**src/rtl/mem_port_arbiter_pkg.sv**
```systemverilog
// Shared constants for the unified memory port arbiter: FSM state codes,
// owner codes and default datapath types.
package mem_port_arbiter_pkg;

    localparam int ADDR_W_DEF = 64;
    localparam int DATA_W_DEF = 64;
    localparam int MASK_W_DEF = 8;

    typedef logic [ADDR_W_DEF-1:0] addr_t;
    typedef logic [DATA_W_DEF-1:0] data_t;
    typedef logic [MASK_W_DEF-1:0] mask_t;

    localparam logic [1:0] ST_IDLE  = 2'd0;
    localparam logic [1:0] ST_ISSUE = 2'd1;
    localparam logic [1:0] ST_WAIT  = 2'd2;

    localparam logic OWN_FETCH = 1'b0;
    localparam logic OWN_DATA  = 1'b1;

endpackage

```
**src/rtl/mem_port_arbiter_fetch_line_buf.sv**
```systemverilog
// One-entry fetch line buffer (tag, data, valid) used by mem_port_arbiter.
// Only present when FETCH_BUF_EN is defined.
`ifdef FETCH_BUF_EN
module mem_port_arbiter_fetch_line_buf #(
    parameter int TAG_W  = 61,
    parameter int DATA_W = 64
) (
    input  logic              clk,
    input  logic              rst,
    input  logic [TAG_W-1:0]  lookup_tag_i,
    input  logic              fill_i,
    input  logic [TAG_W-1:0]  fill_tag_i,
    input  logic [DATA_W-1:0] fill_data_i,
    input  logic              inv_i,
    input  logic [TAG_W-1:0]  inv_tag_i,
    input  logic              inv_all_i,
    output logic              hit_o,
    output logic [DATA_W-1:0] data_o
);

    logic [TAG_W-1:0]  tag_q;
    logic [DATA_W-1:0] data_q;
    logic              valid_q;

    assign hit_o  = valid_q & (lookup_tag_i == tag_q);
    assign data_o = data_q;

    // Invalidation wins over fill so a stale line can never survive a store.
    always_ff @(posedge clk or negedge rst) begin
        if (!rst) begin
            tag_q   <= '0;
            data_q  <= '0;
            valid_q <= 1'b0;
        end else if (inv_all_i | (inv_i & valid_q & (inv_tag_i == tag_q))) begin
            valid_q <= 1'b0;
        end else if (fill_i) begin
            tag_q   <= fill_tag_i;
            data_q  <= fill_data_i;
            valid_q <= 1'b1;
        end
    end

endmodule
`endif

```
**src/rtl/mem_port_arbiter.sv**
```systemverilog
// Arbitrates fetch and data requesters onto one multi-cycle memory port and
// produces the core stall. Optional fetch line buffer: define FETCH_BUF_EN.
module mem_port_arbiter
    import mem_port_arbiter_pkg::*;
#(
    parameter int ADDR_W  = 64,
    parameter int DATA_W  = 64,
    parameter int MASK_W  = 8,
    parameter int TIMEOUT = 255
) (
    input  logic              clk,
    input  logic              rst,
    input  logic              if_req,
    input  logic [ADDR_W-1:0] if_addr,
    output logic              if_done,
    output logic [DATA_W-1:0] if_rdata,
    input  logic              d_re,
    input  logic              d_we,
    input  logic [ADDR_W-1:0] d_addr,
    input  logic [DATA_W-1:0] d_wdata,
    input  logic [MASK_W-1:0] d_wmask,
    output logic              d_done,
    output logic [DATA_W-1:0] d_rdata,
    output logic              mem_req_valid,
    input  logic              mem_req_ready,
    output logic              mem_req_we,
    output logic [ADDR_W-1:0] mem_req_addr,
    output logic [DATA_W-1:0] mem_req_wdata,
    output logic [MASK_W-1:0] mem_req_wmask,
    input  logic              mem_resp_valid,
    input  logic [DATA_W-1:0] mem_resp_rdata,
    output logic              stall,
    output logic              err
);

    localparam int               CNT_W    = (TIMEOUT > 1) ? $clog2(TIMEOUT + 1) : 1;
    localparam logic [CNT_W-1:0] CNT_LAST = CNT_W'(TIMEOUT - 1);
    localparam logic [CNT_W-1:0] CNT_ONE  = CNT_W'(1);

    logic [1:0]        state_q, state_d;
    logic              owner_q, owner_d;
    logic              we_q, we_d;
    logic [ADDR_W-1:0] addr_q, addr_d;
    logic [DATA_W-1:0] wdata_q, wdata_d;
    logic [MASK_W-1:0] wmask_q, wmask_d;
    logic [CNT_W-1:0]  cnt_q, cnt_d;
    logic              if_done_q, if_done_d;
    logic              d_done_q, d_done_d;
    logic [DATA_W-1:0] if_rdata_q, if_rdata_d;
    logic [DATA_W-1:0] d_rdata_q, d_rdata_d;
    logic              err_q, err_d;

    logic              d_req_s;
    logic              d_grant_s;
    logic              f_grant_s;
    logic              timeout_s;
    logic [ADDR_W-1:0] fetch_addr_s;
    logic              buf_hit_s;
    logic [DATA_W-1:0] buf_rdata_s;
    logic              unused_s;

    // A requester whose done pulse is showing this cycle is not re-granted yet.
    assign d_req_s      = d_re | d_we;
    assign d_grant_s    = d_req_s & ~d_done_q;
    assign f_grant_s    = if_req & ~if_done_q;
    assign timeout_s    = (state_q == ST_WAIT) & ~mem_resp_valid & (cnt_q == CNT_LAST);
    assign fetch_addr_s = {if_addr[ADDR_W-1:3], 3'b000};
    assign unused_s     = ^if_addr[2:0];

`ifdef FETCH_BUF_EN
    logic buf_fill_s;
    logic buf_inv_s;

    assign buf_fill_s = (state_q == ST_WAIT) & mem_resp_valid & (owner_q == OWN_FETCH);
    assign buf_inv_s  = (state_q == ST_ISSUE) & mem_req_ready & we_q & (owner_q == OWN_DATA);

    mem_port_arbiter_fetch_line_buf #(
        .TAG_W  (ADDR_W - 3),
        .DATA_W (DATA_W)
    ) u_fetch_line_buf (
        .clk          (clk),
        .rst          (rst),
        .lookup_tag_i (if_addr[ADDR_W-1:3]),
        .fill_i       (buf_fill_s),
        .fill_tag_i   (addr_q[ADDR_W-1:3]),
        .fill_data_i  (mem_resp_rdata),
        .inv_i        (buf_inv_s),
        .inv_tag_i    (addr_q[ADDR_W-1:3]),
        .inv_all_i    (timeout_s),
        .hit_o        (buf_hit_s),
        .data_o       (buf_rdata_s)
    );
`else
    assign buf_hit_s   = 1'b0;
    assign buf_rdata_s = '0;
`endif

    // Next-state logic: grant, issue handshake, response capture and timeout.
    always_comb begin
        state_d    = state_q;
        owner_d    = owner_q;
        we_d       = we_q;
        addr_d     = addr_q;
        wdata_d    = wdata_q;
        wmask_d    = wmask_q;
        cnt_d      = cnt_q;
        if_done_d  = 1'b0;
        d_done_d   = 1'b0;
        if_rdata_d = if_rdata_q;
        d_rdata_d  = d_rdata_q;
        err_d      = err_q;
        case (state_q)
            ST_IDLE: begin
                if (d_grant_s) begin
                    // Simultaneous read and write is executed as a write and flagged.
                    owner_d = OWN_DATA;
                    we_d    = d_we;
                    addr_d  = d_addr;
                    wdata_d = d_we ? d_wdata : '0;
                    wmask_d = d_we ? d_wmask : '0;
                    err_d   = err_q | (d_re & d_we);
                    state_d = ST_ISSUE;
                end else if (f_grant_s & buf_hit_s) begin
                    if_done_d  = 1'b1;
                    if_rdata_d = buf_rdata_s;
                end else if (f_grant_s) begin
                    owner_d = OWN_FETCH;
                    we_d    = 1'b0;
                    addr_d  = fetch_addr_s;
                    wdata_d = '0;
                    wmask_d = '0;
                    state_d = ST_ISSUE;
                end else begin
                    state_d = ST_IDLE;
                end
            end
            ST_ISSUE: begin
                if (mem_req_ready) begin
                    cnt_d   = '0;
                    state_d = ST_WAIT;
                end else begin
                    state_d = ST_ISSUE;
                end
            end
            ST_WAIT: begin
                if (mem_resp_valid) begin
                    state_d = ST_IDLE;
                    if (owner_q == OWN_DATA) begin
                        d_done_d  = 1'b1;
                        d_rdata_d = we_q ? d_rdata_q : mem_resp_rdata;
                    end else begin
                        if_done_d  = 1'b1;
                        if_rdata_d = mem_resp_rdata;
                    end
                end else if (timeout_s) begin
                    state_d = ST_IDLE;
                    err_d   = 1'b1;
                    if (owner_q == OWN_DATA) begin
                        d_done_d  = 1'b1;
                        d_rdata_d = '0;
                    end else begin
                        if_done_d  = 1'b1;
                        if_rdata_d = '0;
                    end
                end else begin
                    cnt_d = cnt_q + CNT_ONE;
                end
            end
            default: begin
                state_d = ST_IDLE;
            end
        endcase
    end

    // State and output registers.
    always_ff @(posedge clk or negedge rst) begin
        if (!rst) begin
            state_q    <= ST_IDLE;
            owner_q    <= OWN_FETCH;
            we_q       <= 1'b0;
            addr_q     <= '0;
            wdata_q    <= '0;
            wmask_q    <= '0;
            cnt_q      <= '0;
            if_done_q  <= 1'b0;
            d_done_q   <= 1'b0;
            if_rdata_q <= '0;
            d_rdata_q  <= '0;
            err_q      <= 1'b0;
        end else begin
            state_q    <= state_d;
            owner_q    <= owner_d;
            we_q       <= we_d;
            addr_q     <= addr_d;
            wdata_q    <= wdata_d;
            wmask_q    <= wmask_d;
            cnt_q      <= cnt_d;
            if_done_q  <= if_done_d;
            d_done_q   <= d_done_d;
            if_rdata_q <= if_rdata_d;
            d_rdata_q  <= d_rdata_d;
            err_q      <= err_d;
        end
    end

    assign mem_req_valid = (state_q == ST_ISSUE);
    assign mem_req_we    = we_q;
    assign mem_req_addr  = addr_q;
    assign mem_req_wdata = wdata_q;
    assign mem_req_wmask = wmask_q;
    assign if_done       = if_done_q;
    assign d_done        = d_done_q;
    assign if_rdata      = if_rdata_q;
    assign d_rdata       = d_rdata_q;
    assign err           = err_q;
    assign stall         = (if_req & ~if_done_q) | (d_req_s & ~d_done_q);

endmodule

```
**config.mk**
```make
export PLATFORM = sky130hd
export DESIGN_NAME = mem_port_arbiter
export DESIGN_NICKNAME = d
export VERILOG_FILES = /design/src/rtl/mem_port_arbiter_pkg.sv /design/src/rtl/mem_port_arbiter_fetch_line_buf.sv /design/src/rtl/mem_port_arbiter.sv
export SDC_FILE = /design/constraint.sdc
export NUM_CORES = 1
export LEC_CHECK = 0
export CAP_MARGIN = 15
export CORE_AREA = 2 2 210 212
export CTS_BUF_LIST = sky130_fd_sc_hd__clkbuf_16
export DETAILED_ROUTE_END_ITERATION = 10
export DIE_AREA = 0 0 212 214
export HOLD_SLACK_MARGIN = 0.02
export PLACE_DENSITY = 0.66
export SYNTH_ARGS = -nofsm -noshare
export SYNTH_HDL_FRONTEND = slang
export SYNTH_HIERARCHICAL = 1
export SYNTH_SLANG_ARGS = --single-unit
```
**constraint.sdc**
```tcl
create_clock -name clk -period 2.1 [get_ports clk]
set_clock_uncertainty 0.15 [all_clocks]
set_input_delay 0.21 -clock clk [delete_from_list [all_inputs] [get_ports clk]]
set_output_delay 0.21 -clock clk [all_outputs]
set_load 0.05 [all_outputs]
```
==> flow_summary.toml <==
[worst_setup_path]
reg2reg_to = "if_rdata[0]$_DFFE_PN0P_"
crit_buf_inv = 1
path_cells = "clkdlybuf4s50_1"
worstSetupStartpoint = "d_rdata[39]$_DFFE_PN0P_"
crit_end = "d_rdata[39]"
r2r_slack_ps = 90
cp.depth = 1
path_class = "reg -> out"
cp-end-kind = "output port"
reg2regPathDepth = 7
crit_family = "buffers and inverters"
start_kind = "flop"
crit_required_ps = 1740
rr_startpoint = "cnt_q[1]$_DFFE_PN0P_"
crit_fanout = 2
crit_arrival_ps = 1700
critPathSlowestCell = "clkdlybuf4s50_1"
cpPeakStageDelay_ps = 830

[final_layout]
fin_area_sq_mm = 0.01925
nets = 1699
final_common_cell = "clkdlybuf4s50_1"
area_growth_pct = 62.43
layout_common_cells = "356 x clkdlybuf4s50_1, 278 x dfrtp_1, 109 x mux2_4"
n_fill_cell = 3909
drive_gt1_frac = 0.1651
final_util = 0.4488

[sta]
worstMarginPinSlew_ps = 708.0
slew_headroom = 0.5244
min_period_ps = 2055
setup_viol = 0
clock.fmax_ghz = 0.4866
maxSlewViolCount = 0
period_share = 0.9786
finalSetupTns_ps = 0
hold_viol = 0
rsz0062_at_grt = "false"

[logic_synthesis]
async_flop_share = 1.000
synthCells = 855
yosysWarnings = 6
synth_area_leaders = "dfrtp_1 59%, mux2_4 14%, a22o_1 5.5%, mux2i_1 5.2%, and2_1 3.5%"
synth_area_per_cell_sq_um = 13.86
synth.distinct_cells = 38
yosysSeqAreaShare = 0.5892
synth_top_area_share = 0.5892
synth_top_area_cell = "dfrtp_1"
synth-seq-cells = 279
yosys_most_used_dff = "dfrtp_1"
syn-cell-area_sq_mm = 0.01185
synth_nets = 1128
synth_edf_count = 0

[floorplanning]
fp.dieH_um = 214
start_util = 0.2763
dieArea_sq_mm = 0.04537
io_pins = 541
design.core.area_sq_mm = 0.04289
row_count = 76
die_w_um = 212

[clocking]
clk-insertion-delay-late_ps = 520
cts_setup_buffers = 0
clkSinkCount = 279
cts_buffers = 34
cts-root-buf = "clkbuf_16"
htree_levels = 2
path_clk_slew_ps = 60
clk_path_buf_depth = 3
cts_tree = "built"

[grt]
grt_pass1_wl_um = 58510
grt_overflow = 0
grt_antenna_before_repair = 0
grt_max_degree = 62
grt_use_total = 0.1681
grt_pass1_vias = 9537

[placement]
port_buffers = 537
hpwl_um = 28750
gp_congestion = 0.8222
dpl_cell_area_sq_mm = 0.01820

[min_path]
holdCritPathClass = "in -> async"

[detailed_routing]
vias = 8873
drcViolationCount = 0
first_pass_iters = 4
drt-initial-drc-count = 525
antenna_left = 0
wl_per_cell_um = 18.98
routed_via_density = 4.362
wirelength_um = 38610

[pwr]
combPwrFrac = 0.557
sequentialPowerShare = 0.279
power_density_mw_per_mm2 = 1670
switchingPower_uw = 15250
ir_worst_vdd_uv = 901.9
pwr-share-clk = 0.163
power.internal_uw = 16890
swShare = 0.4745
leakage_uw = 0.01003

[job]
cap_violations = 0

[run_status]
run_status = "finished clean"
==> flip-flops by register name, indices dropped and copies added, names as in the netlist <==
signal and flops:
d_rdata 64, if_rdata 64, mem_req_addr 64, mem_req_wdata 64, cnt_q 8, mem_req_wmask 8
state_q 2, d_done 1, err 1, if_done 1, mem_req_we 1, owner_q 1
==> cell type report <==
cell class                      count  area (sq um)  share of cell area
Sequential cell                   279          6983              0.3628
Multi-Input combinational cell    508          4494              0.2335
Antenna cell                        1         2.502           0.0001300
Tap cell                          585         732.0             0.03803
Inverter                            9         33.78            0.001755
Clock inverter                     23         102.6            0.005330
Clock buffer                       35         875.8             0.04550
Timing Repair Buffer              594          6025              0.3130
==> per-stage QoR <==
| step | instances | total power, uW | setup WS (ps) | hold slack (ps) |
|---|---|---|---|---|
| final | 2034 | 32150 | 44.84 | 62.13 |
| after detailed placement | 1973 | 27780 | -5.254 | 7.648 |
| after CTS | 2033 | 32640 | 0.1404 | 31.52 |
| after floorplan | 855 | 20930 | 92.23 | -235.6 |
| after global placement | 1973 | 27610 | 29.29 | 6.433 |
| after global routing | 2033 | 33660 | 0.1755 | 65.84 |
==> worst min-delay path by stage <==
stage                     start                  endpoint  depth (start not counted)
final                       rst  if_rdata[16]$_DFFE_PN0P_                          2
after global routing        rst    d_rdata[3]$_DFFE_PN0P_                          2
after CTS                   rst   if_rdata[5]$_DFFE_PN0P_                          2
after detailed placement    rst   if_rdata[5]$_DFFE_PN0P_                          1
after global placement      rst   if_rdata[5]$_DFFE_PN0P_                          1
after floorplan             rst      cnt_q[0]$_DFFE_PN0P_                          0
==> cell families (layout without fill, tap and decap cells) <==
| kind of cell | Yosys count | count (layout) | share of synthesized area |
|---|---|---|---|
| flip-flops | 279 | 279 | 0.5892 |
| multiplexers | 190 | 190 | 0.2085 |
| AO/OA/AOI/OAI | 160 | 160 | 0.09482 |
| AND/OR/NAND/NOR | 156 | 156 | 0.06990 |
| buffers and inverters | 68 | 661 | 0.03548 |
| adder cells (fa/ha/maj) | 2 | 2 | 0.002111 |
| other | 0 | 1 | 0 |
==> routing by layer <==
metal | global-route usage | share of wire
met1 | 0.2033 | 0.41
met2 | 0.2887 | 0.50
met3 | 0.03841 | 0.061
met4 | 0.06502 | 0.029
met5 | 0 | 0
==> worst register-to-register path, stage by stage, from the launching register on <==
cell	delay, ps
dfrtp_1	400
ha_1	210
nand4b_2	130
nor2_4	70
o211ai_4	180
buf_12	190
buf_12	210
mux2_2	360
==> power by group through the flow <==
stage                     clock network [uW]  registers, uW  logic, uW
after floorplan                            0          16900       4080
after CTS                               5480           9010      18100
after detailed placement                   0           9090      18700
after global routing                    5710           9280      18700
final                                   5250           8970      17900
after global placement                     0           9030      18600
==> timing repair <==
action                                 4_1_cts  5_1_grt
pin swaps                                    0        0
endpoints found under the hold margin      280        0
hold buffers                                 2        0
resized for setup                          106       71
setup endpoints to repair                  106       71
==> synth_stat cells (all sizes together), types with 3 or more instances <==
cell and number:
buf 45, clkbuf 14, a21o 3, o21ai 69, nand3 4, nor2 4, dfrtp 279, o211ai 3
inv 9, mux2i 62, nand2 68, a22o 75, o21bai 3, mux2 128, and2 66, a21oi 3
Power figures use the tool's default switching activity.
